===== src/rtl/ps2_key_decoder_if.sv =====
// PS/2 line inputs and decoded key outputs shared between the keyboard front end and the game control FSM.
interface ps2_key_decoder_if;
    logic       i_ps2_clk;
    logic       i_ps2_dat;
    logic [7:0] o_key;
    logic       o_key_ext;
    logic       o_key_press;
    logic       o_key_release;
    logic       o_frame_err;

    modport master (
        output i_ps2_clk, i_ps2_dat,
        input  o_key, o_key_ext, o_key_press, o_key_release, o_frame_err
    );

    modport slave (
        input  i_ps2_clk, i_ps2_dat,
        output o_key, o_key_ext, o_key_press, o_key_release, o_frame_err
    );
endinterface


===== src/rtl/ps2_key_decoder.sv =====
// PS/2 keyboard receiver: conditions the raw lines, frames 11-bit words, checks them,
// and turns make/break/E0 sequences into a held-key code with press/release pulses.
module ps2_key_decoder #(
    parameter int FILTER_LEN = 8,
    parameter int TIMEOUT    = 100000,
    parameter int CNT_W      = 17
) (
    input  logic               i_clock,
    input  logic               i_reset,
    ps2_key_decoder_if.slave   bus
);
    localparam int FW = $clog2(FILTER_LEN + 1);

    localparam logic [1:0] S_IDLE   = 2'd0;
    localparam logic [1:0] S_DATA   = 2'd1;
    localparam logic [1:0] S_PARITY = 2'd2;
    localparam logic [1:0] S_STOP   = 2'd3;

    localparam logic [CNT_W-1:0] TO_MAX = CNT_W'(TIMEOUT);

    logic          r_clk_s1, r_clk_s2, r_dat_s1, r_dat_s2;
    logic          r_filt_clk, r_filt_prev;
    logic [FW-1:0] r_filt_cnt;
    logic          w_fall;

    logic [1:0]       r_state;
    logic [2:0]       r_bitcnt;
    logic [7:0]       r_shift;
    logic             r_parity;
    logic [CNT_W-1:0] r_to_cnt;
    logic             r_byte_rdy;
    logic             r_frame_err;

    logic [7:0] r_key;
    logic       r_key_ext, r_held, r_ext_pend, r_brk_pend;
    logic       r_key_press, r_key_release;
    logic       w_match;

    // Filtered clock follows the synced line only after FILTER_LEN consecutive differing samples.
    always_ff @(posedge i_clock) begin
        if (i_reset) begin
            r_clk_s1    <= 1'b1;
            r_clk_s2    <= 1'b1;
            r_dat_s1    <= 1'b1;
            r_dat_s2    <= 1'b1;
            r_filt_clk  <= 1'b1;
            r_filt_prev <= 1'b1;
            r_filt_cnt  <= '0;
        end else begin
            r_clk_s1    <= bus.i_ps2_clk;
            r_clk_s2    <= r_clk_s1;
            r_dat_s1    <= bus.i_ps2_dat;
            r_dat_s2    <= r_dat_s1;
            r_filt_prev <= r_filt_clk;
            if (r_clk_s2 == r_filt_clk) begin
                r_filt_cnt <= '0;
            end else if (r_filt_cnt == FW'(FILTER_LEN - 1)) begin
                r_filt_clk <= r_clk_s2;
                r_filt_cnt <= '0;
            end else begin
                r_filt_cnt <= r_filt_cnt + 1'b1;
            end
        end
    end

    assign w_fall = r_filt_prev & ~r_filt_clk;

    always_ff @(posedge i_clock) begin
        if (i_reset) begin
            r_state     <= S_IDLE;
            r_bitcnt    <= '0;
            r_shift     <= '0;
            r_parity    <= 1'b0;
            r_to_cnt    <= '0;
            r_byte_rdy  <= 1'b0;
            r_frame_err <= 1'b0;
        end else begin
            r_byte_rdy  <= 1'b0;
            r_frame_err <= 1'b0;

            if (r_state == S_IDLE || w_fall)
                r_to_cnt <= '0;
            else if (r_to_cnt != TO_MAX)
                r_to_cnt <= r_to_cnt + 1'b1;

            if (r_state != S_IDLE && r_to_cnt == TO_MAX) begin
                r_state     <= S_IDLE;
                r_frame_err <= 1'b1;
            end else if (w_fall) begin
                case (r_state)
                    S_IDLE: begin
                        if (!r_dat_s2) begin
                            r_state  <= S_DATA;
                            r_bitcnt <= '0;
                        end
                    end
                    S_DATA: begin
                        r_shift  <= {r_dat_s2, r_shift[7:1]};
                        r_bitcnt <= r_bitcnt + 1'b1;
                        if (r_bitcnt == 3'd7)
                            r_state <= S_PARITY;
                    end
                    S_PARITY: begin
                        r_parity <= r_dat_s2;
                        r_state  <= S_STOP;
                    end
                    default: begin
                        if (r_dat_s2 && (^r_shift ^ r_parity))
                            r_byte_rdy <= 1'b1;
                        else
                            r_frame_err <= 1'b1;
                        r_state <= S_IDLE;
                    end
                endcase
            end
        end
    end

    // r_held distinguishes "no key" from a held code 00.
    assign w_match = r_held && (r_key == r_shift) && (r_key_ext == r_ext_pend);

    always_ff @(posedge i_clock) begin
        if (i_reset) begin
            r_key         <= '0;
            r_key_ext     <= 1'b0;
            r_held        <= 1'b0;
            r_ext_pend    <= 1'b0;
            r_brk_pend    <= 1'b0;
            r_key_press   <= 1'b0;
            r_key_release <= 1'b0;
        end else begin
            r_key_press   <= 1'b0;
            r_key_release <= 1'b0;
            if (r_frame_err) begin
                r_ext_pend <= 1'b0;
                r_brk_pend <= 1'b0;
            end else if (r_byte_rdy) begin
                if (r_shift == 8'hE0) begin
                    r_ext_pend <= 1'b1;
                end else if (r_shift == 8'hF0) begin
                    r_brk_pend <= 1'b1;
                end else begin
                    r_ext_pend <= 1'b0;
                    r_brk_pend <= 1'b0;
                    if (r_brk_pend) begin
                        if (w_match) begin
                            r_key         <= '0;
                            r_key_ext     <= 1'b0;
                            r_held        <= 1'b0;
                            r_key_release <= 1'b1;
                        end
                    end else if (!w_match) begin
                        r_key       <= r_shift;
                        r_key_ext   <= r_ext_pend;
                        r_held      <= 1'b1;
                        r_key_press <= 1'b1;
                    end
                end
            end
        end
    end

    assign bus.o_key         = r_key;
    assign bus.o_key_ext     = r_key_ext;
    assign bus.o_key_press   = r_key_press;
    assign bus.o_key_release = r_key_release;
    assign bus.o_frame_err   = r_frame_err;
endmodule

===== src/flat_wrapper.sv =====
// flat-port wrapper written by rule: the top's interface ports become plain ports
module ps2_key_decoder_flat 
#(
    parameter int FILTER_LEN = 8,
    parameter int TIMEOUT    = 100000,
    parameter int CNT_W      = 17
)
  (i_clock, i_reset, bus_i_ps2_clk, bus_i_ps2_dat, bus_o_key, bus_o_key_ext, bus_o_key_press, bus_o_key_release, bus_o_frame_err);
  ps2_key_decoder_if bus_i ();
  input  logic i_clock;
  input  logic i_reset;
  input wire logic [$bits(bus_i.i_ps2_clk)-1:0] bus_i_ps2_clk;
  input wire logic [$bits(bus_i.i_ps2_dat)-1:0] bus_i_ps2_dat;
  output wire logic [$bits(bus_i.o_key)-1:0] bus_o_key;
  output wire logic [$bits(bus_i.o_key_ext)-1:0] bus_o_key_ext;
  output wire logic [$bits(bus_i.o_key_press)-1:0] bus_o_key_press;
  output wire logic [$bits(bus_i.o_key_release)-1:0] bus_o_key_release;
  output wire logic [$bits(bus_i.o_frame_err)-1:0] bus_o_frame_err;
  assign bus_i.i_ps2_clk = bus_i_ps2_clk;
  assign bus_i.i_ps2_dat = bus_i_ps2_dat;
  assign bus_o_key = bus_i.o_key;
  assign bus_o_key_ext = bus_i.o_key_ext;
  assign bus_o_key_press = bus_i.o_key_press;
  assign bus_o_key_release = bus_i.o_key_release;
  assign bus_o_frame_err = bus_i.o_frame_err;
  ps2_key_decoder #(.FILTER_LEN(FILTER_LEN), .TIMEOUT(TIMEOUT), .CNT_W(CNT_W)) u_core (.i_clock(i_clock), .i_reset(i_reset), .bus(bus_i));
endmodule

===== config.mk =====
export PLATFORM = sky130hd
export DESIGN_NAME = ps2_key_decoder_flat
export DESIGN_NICKNAME = d
export VERILOG_FILES = /design/src/rtl/ps2_key_decoder_if.sv /design/src/rtl/ps2_key_decoder.sv /design/src/flat_wrapper.sv
export SDC_FILE = /design/constraint.sdc
export NUM_CORES = 1
export LEC_CHECK = 0
export ABC_AREA = 1
export CAP_MARGIN = 20
export CELL_PAD_IN_SITES_DETAIL_PLACEMENT = 2
export CELL_PAD_IN_SITES_GLOBAL_PLACEMENT = 2
export CORE_MARGIN = 1
export CORE_UTILIZATION = 34
export DETAILED_ROUTE_END_ITERATION = 10
export PLACE_DENSITY = 0.78
export SLEW_MARGIN = 20
export SYNTH_ARGS = -nofsm -noshare
export SYNTH_HDL_FRONTEND = slang
export SYNTH_SLANG_ARGS = --single-unit

===== constraint.sdc =====
create_clock -name i_clock -period 2 [get_ports i_clock]
set_clock_uncertainty 0.15 [all_clocks]
set_input_delay 0.6 -clock i_clock [delete_from_list [all_inputs] [get_ports i_clock]]
set_output_delay 0.6 -clock i_clock [all_outputs]
set_load 0.02 [all_outputs]

==> flow_summary.ini, run 1 <==
[timing]
finalSetupViolations = 3
fin_crit_sh = 1.03
grt_setup_unrepaired = yes
slew_headroom = 0.680
fin_ws_ps = -61.3
finalHoldViolCount = 0
worst_pin_slew_ps = 475
drv_slew = 0
timing.fmax_mhz = 485
min_period_ps = 2060
setup_tns_ps = -109

[power]
p_comb_frac = 0.015
intPower_w = 0.00201
netSwitchingFraction = 0.218
p_leak_nw = 1.72
p_seq_frac = 0.444
p_per_area_nw_per_um2 = 701
p_clk_frac = 0.541
switchingPower_w = 0.000560
vdd_drop_max_uv = 369

[yosys]
synthArstFlopShare = 0
yosys-top-cells-count = nand2_1 (104), nor2_1 (73), dfxtp_1 (57)
yosys.area.top_type = dfxtp_1
syn_nets = 443
synth_cell_types = 33
synthMostInstantiatedCell = nand2_1
synth_area_um2 = 2960
synthCells = 425
yosysWarnings = 0
synth-edff-count = 0
yosysSeqAreaShare = 0.386
avgSynthCellArea_um2 = 6.96
synth_top_flop_cell = dfxtp_1
synth_top_area_share = 0.386
ys_ff_latch = 57
synthTopCellsByArea = dfxtp_1 (39%), nand2_1 (13%), nor2_1 (9.3%)

[global_routing]
grt_pass1_wl_um = 14900
gr-total-overflow = 0
grt_usage = 0.219
grt_max_degree = 23
antenna_found_initial = 0
first_global_vias = 2992

[detailed_routing]
first_pass_iters = 4
drcViolationCount = 0
wire_per_inst_um = 18.8
routed_wl_um = 10800
vias = 2927
ant_nets = 0
drt_iter0_markers = 58
avgViaCountPerCell = 5.08

[finish]
diodes = 0
nNetsFinal = 485
multi_input_area_um2 = 1600
fillers = 975
drive_gt1_frac = 0.168
stdcell_count = 576
regArea_um2 = 1150
syn2layout_area_growth_pct = 23.8

[worst_setup_path]
r2r_slack_ps = -60
critPathLaunchType = register
cp.required_ps = 2120
slowest_delay_ps = 350
worstReg2RegStart = u_core.r_shift[3]
r2r-end = u_core.bus.o_key[1]
ff2ff_path_depth = 10
crit_top_cell = inv_1
crit_arrival_ps = 2180
endpoint_kind = register
critical_path_peak_fanout = 7
path_cells = inv_1 -> ha_1 -> nand4_1 -> nand2_2 -> nor3_4 -> buf_4 -> nand3_4 -> nand2_1 -> inv_1 -> nor2_1
critPathKind = register to register
slowest_stage = dfxtp_1

[placement]
port_buffers = 15
place_ws_ps = -79.9
hpwlAfterDp_um = 6600
dp_cells = 553
gp_congestion = 0.747

[clocking]
clkLatencyLatePin_ps = 360
cts_tree = yes
holdBufCountCts = 0
cts_root_buf = clkbuf_8
cts_buffers = 9
htree_levels = 3
cts_buffer_depth = 2
cts.clk_slew.worst_paths_ps = 70
cts.sinks = 57

[floorplan]
die_area_um2 = 9080
rows = 33
die_width_um = 95.3
fp.dieH_um = 95.3
initial_core_util = 0.356
coreArea_um2 = 8300
io-pin-count = 16

[flow_run]
maxCapViolations = 0

[worst_hold_path]
whs_path_depth = 1
hp-start = u_core.r_dat_s1
min_to = u_core.r_dat_s2
hold_class = register to register

[outcome]
status = finished with violations
violations = setup timing
## power by group through the flow
stage / sequential [W] / combinational (W) / clock [W]
6_report: 0.00114 / 0.0000374 / 0.00139
5_1_grt: 0.00114 / 0.0000409 / 0.00146
4_1_cts: 0.00114 / 0.0000375 / 0.00140
3_5_place_dp: 0.00117 / 0.0000372 / 0
3_3_place_gp: 0.00117 / 0.0000354 / 0
2_1_floorplan: 0.00117 / 0.0000211 / 0
## logic make-up (layout without fill, tap and decap cells)
group                      after synthesis  in the layout  share of synthesized area
AOI/OAI and AO/OA                       45             45                     0.0825
and+or+nand+nor                        232            234                      0.354
buffers and inverters                   70            114                     0.0981
DFF                                     57             57                      0.386
xor gates and xnor gates                 7              7                     0.0207
adders and majority gates               14             14                     0.0592
## metrics by stage
stage / utilization / hold slack, ps / power, W / cell area (um^2)
after floorplan: - / 239 / 0.00119 / 2960
after global placement: 0.397 / 245 / 0.00120 / 3300
after detailed placement: 0.397 / 257 / 0.00120 / 3300
after CTS: 0.425 / 275 / 0.00258 / 3520
after global routing: 0.441 / 280 / 0.00264 / 3660
final: 0.441 / 267 / 0.00257 / 3660
## worst max-delay path: cells and delay by family (launching register included)
kind | cells | cell delay (ps)
simple gates | 6 | 940
buf+inv | 3 | 320
fa+ha+maj | 1 | 220
flops | 1 | 350
## worst max-delay path by stage
| stage | startpoint | endpoint | slack, ps | cells past startpoint |
|---|---|---|---|---|
| after floorplan | u_core.r_shift[3] | u_core.bus.o_key[4] | 220 | 9 |
| after global placement | i_reset | u_core.r_brk_pend | 40 | 4 |
| after detailed placement | i_reset | u_core.r_filt_cnt[2] | -80 | 6 |
| after CTS | u_core.r_to_cnt[0] | u_core.r_to_cnt[14] | 10 | 8 |
| after global routing | u_core.r_to_cnt[1] | u_core.r_shift[1] | -150 | 12 |
| final | u_core.r_shift[3] | u_core.bus.o_key[1] | -60 | 10 |
## state kept, by name, indices dropped and copies added (netlist names)
signal,flops
u_core.r_to_cnt,17
u_core.bus.o_key,8
u_core.r_shift,8
u_core.r_filt_cnt,4
u_core.r_bitcnt,3
u_core.r_state,2
u_core.bus.o_frame_err,1
u_core.bus.o_key_ext,1
u_core.bus.o_key_press,1
u_core.bus.o_key_release,1
u_core.r_brk_pend,1
u_core.r_byte_rdy,1
u_core.r_clk_s1,1
u_core.r_clk_s2,1
u_core.r_dat_s1,1
u_core.r_dat_s2,1
u_core.r_ext_pend,1
u_core.r_filt_clk,1
u_core.r_filt_prev,1
u_core.r_held,1
u_core.r_parity,1
## layer usage
layer,global-route usage,wire length [um],vias up
li1,-,-,1414
met1,0.270,4520,1442
met2,0.383,5670,47
met3,0.0287,345,24
met4,0.0896,275,0
met5,0,0,-
## final cells by class
type / count / area share
Clock buffer: 10 / 0.0376
Clock inverter: 5 / 0.0284
Inverter: 63 / 0.0646
Multi-Input combinational cell: 300 / 0.437
Sequential cell: 57 / 0.314
Tap cell: 105 / 0.0359
Timing Repair Buffer: 36 / 0.0834
## what timing repair did
item | CTS | global route
pin swaps | 0 | 4
gates cloned | 0 | 2
setup endpoints to repair | 12 | 22
setup buffers | 0 | 6
endpoints found under the hold margin | 0 | 0
gates resized for setup | 12 | 18
## cell usage in the layout, fill, tap and decap left out, types with 2 or more instances in the layout
cell type | Yosys | final
ha_1 | 14 | 14
bufinv_16 | 0 | 3
nor3_1 | 3 | 2
or2_2 | 8 | 8
inv_2 | 5 | 5
nand2_1 | 104 | 101
a21oi_1 | 20 | 20
nand4_1 | 12 | 12
nand2_2 | 6 | 9
inv_1 | 56 | 56
xnor2_1 | 2 | 2
nand3_4 | 2 | 5
dlygate4sd2_1 | 0 | 12
xor2_1 | 5 | 5
dfxtp_2 | 0 | 3
clkdlybuf4s50_1 | 0 | 3
nor2_1 | 73 | 70
o21ai_0 | 18 | 17
nor2_2 | 3 | 4
dfxtp_1 | 57 | 53
nand2_4 | 2 | 2
clkinv_1 | 2 | 2
buf_4 | 1 | 20
nand3_1 | 13 | 13
clkbuf_8 | 0 | 10
a211oi_1 | 3 | 3
nor2_4 | 2 | 4
Power figures use the tool's default switching activity.
==> run 2: changes to the inputs <==
--- a/config.mk
+++ b/config.mk
@@ -6,6 +6,7 @@
 export NUM_CORES = 1
 export LEC_CHECK = 0
 export ABC_AREA = 1
+export ABC_CLOCK_PERIOD_IN_PS = 2000
 export CAP_MARGIN = 20
 export CELL_PAD_IN_SITES_DETAIL_PLACEMENT = 2
 export CELL_PAD_IN_SITES_GLOBAL_PLACEMENT = 2
==> results of run 2 <==
Same layout as run 1: the final DEF is identical, and so are final timing and power.
==> run 3: changes to the inputs <==
--- a/config.mk
+++ b/config.mk
@@ -10,7 +10,7 @@
 export CAP_MARGIN = 20
 export CELL_PAD_IN_SITES_DETAIL_PLACEMENT = 2
 export CELL_PAD_IN_SITES_GLOBAL_PLACEMENT = 2
-export CORE_MARGIN = 1
+export CORE_MARGIN = 2
 export CORE_UTILIZATION = 34
 export DETAILED_ROUTE_END_ITERATION = 10
 export PLACE_DENSITY = 0.78
==> flow_summary.ini, run 3 (synthesis results as in run 1) <==
[detailed_routing]
ant_nets = 0
drt_iter0_markers = 70
first_pass_iters = 4
routed_wl_um = 8630
avgViaCountPerCell = 4.88
vias = 2802
drcViolationCount = 0
wire_per_inst_um = 15.0

[placement]
port_buffers = 15
place_ws_ps = -76.5
hpwlAfterDp_um = 6450
gp_congestion = 0.765

[global_routing]
grt_pass1_wl_um = 14700
antenna_found_initial = 0
busiest_layer = met2
grt_usage = 0.194
gr-total-overflow = 0
grt_use_met1 = 0.236
grt_max_degree = 24
grt_use_met2 = 0.347
met3_usage = 0.0324
first_global_vias = 3113

[worst_setup_path]
ff2ff_path_depth = 8
critPathLaunchType = register
path_depth = 1
r2r-end = u_core.bus.o_key[4]
endpoint_kind = output pin
critical_path_peak_fanout = 4
crit_family = flip-flops
slowest_stage = dfxtp_1
worstReg2RegStart = u_core.r_shift[7]
critPathBufInv = 1
crit_end = bus_o_frame_err
r2r_slack_ps = 130
crit_arrival_ps = 1140
path_cells = dlygate4sd2_1
critPathKind = register to output pin
cp.required_ps = 1250
critPathLaunch = u_core.bus.o_frame_err
slowest_delay_ps = 420

[power]
p_leak_nw = 1.65
p_per_area_nw_per_um2 = 613
vdd_drop_max_uv = 280
power_w = 0.00215

[clocking]
cts_buffers = 9
htree_levels = 3
cts_buffer_depth = 2
clkLatencyLatePin_ps = 350
cts.clk_slew.worst_paths_ps = 70
cts.sinks = 57
holdBufCountCts = 0
cts_root_buf = clkbuf_8
cts_tree = yes

[timing]
slew_headroom = 0.699
worst_pin_slew_ps = 446
timing.fmax_mhz = 529
drv_slew = 0
fin_crit_sh = 0.945
finalHoldViolCount = 0
finalSetupViolations = 0
fin_ws_ps = 109
min_period_ps = 1890

[floorplan]
die_area_um2 = 9460
fp.dieH_um = 97.3
die_width_um = 97.3
initial_core_util = 0.344
coreArea_um2 = 8590
rows = 34
io-pin-count = 16

[outcome]
status = finished clean

[worst_hold_path]
hold_class = register to register

[finish]
regArea_um2 = 1140
regMostFlops = u_core.r_to_cnt
syn2layout_area_growth_pct = 18.8
largest_reg_flops = 17
diodes = 0
layout_commonest_cell = nand2_1
most-common-layout-cells = nand2_1 (104), nor2_1 (71), inv_1 (56), dfxtp_1 (54), a21oi_1 (20)
fillers = 1050
multi_input_area_um2 = 1550
nNetsFinal = 479
drive_gt1_frac = 0.148

[flow_run]
maxCapViolations = 0
-- run 3: changes by cell type in the layout (fill, tap and decap cells not counted), moves of 3 or more --
cell and change:
buf_4 -5, bufinv_16 -3, clkinvlp_4 +3, nand2_1 +3, nand2_2 -3, nand3_4 -3
-- run 3: repair_timing --
| item | CTS | global route |
|---|---|---|
| setup endpoints to repair | 12 | 15 |
| gates resized for setup | 12 | 9 |
| pin swaps | 0 | 2 |
| buffers inserted | 0 | 4 |
| cloned | 0 | 0 |
-- run 3: worst min-delay path by stage --
stage / start / endpoint / slack, ps / cells after the start
2_1_floorplan: u_core.r_clk_s1 / u_core.r_clk_s2 / 240 / 1
3_3_place_gp: u_core.r_dat_s1 / u_core.r_dat_s2 / 240 / 1
3_5_place_dp: u_core.r_dat_s1 / u_core.r_dat_s2 / 260 / 1
4_1_cts: u_core.r_dat_s1 / u_core.r_dat_s2 / 270 / 1
5_1_grt: u_core.r_dat_s1 / u_core.r_dat_s2 / 280 / 1
6_report: u_core.r_dat_s1 / u_core.r_dat_s2 / 260 / 1
-- run 3: layer usage --
metal / up-vias / wire length (um) / part of all wire
met1: 1368 / 4120 / 0.48
met2: 27 / 4200 / 0.49
met3: 11 / 192 / 0.022
met5: - / 0 / 0
met4: 0 / 121 / 0.014
li1: 1396 / - / -
-- run 3: metrics by stage --
step                       util  TNS [ps]  instance area (um^2)  std cells  hold WS [ps]
after floorplan               -         0                  2960        425           239
after global placement    0.382         0                  3290        554           243
after detailed placement  0.382      -366                  3290        554           256
after CTS                 0.401         0                  3440        570           265
after global routing      0.409     -51.5                  3510        574           283
final                     0.409         0                  3510        574           263
-- run 3: layout make-up --
class                           instances  share of cell area
Multi-Input combinational cell        298               0.440
Sequential cell                        57               0.326
Timing Repair Buffer                   32              0.0794
Inverter                               63              0.0673
Tap cell                              108              0.0384
Clock buffer                           10              0.0363
Clock inverter                          6              0.0128
-- run 3: report_power, final --
part	total (W)	switching, W	leakage (nW)	internal [W]
logic	0.0000343	0.0000200	1.11	0.0000143
registers	0.00114	0.00000238	0.462	0.00114
clock network	0.000978	0.000528	0.0785	0.000451
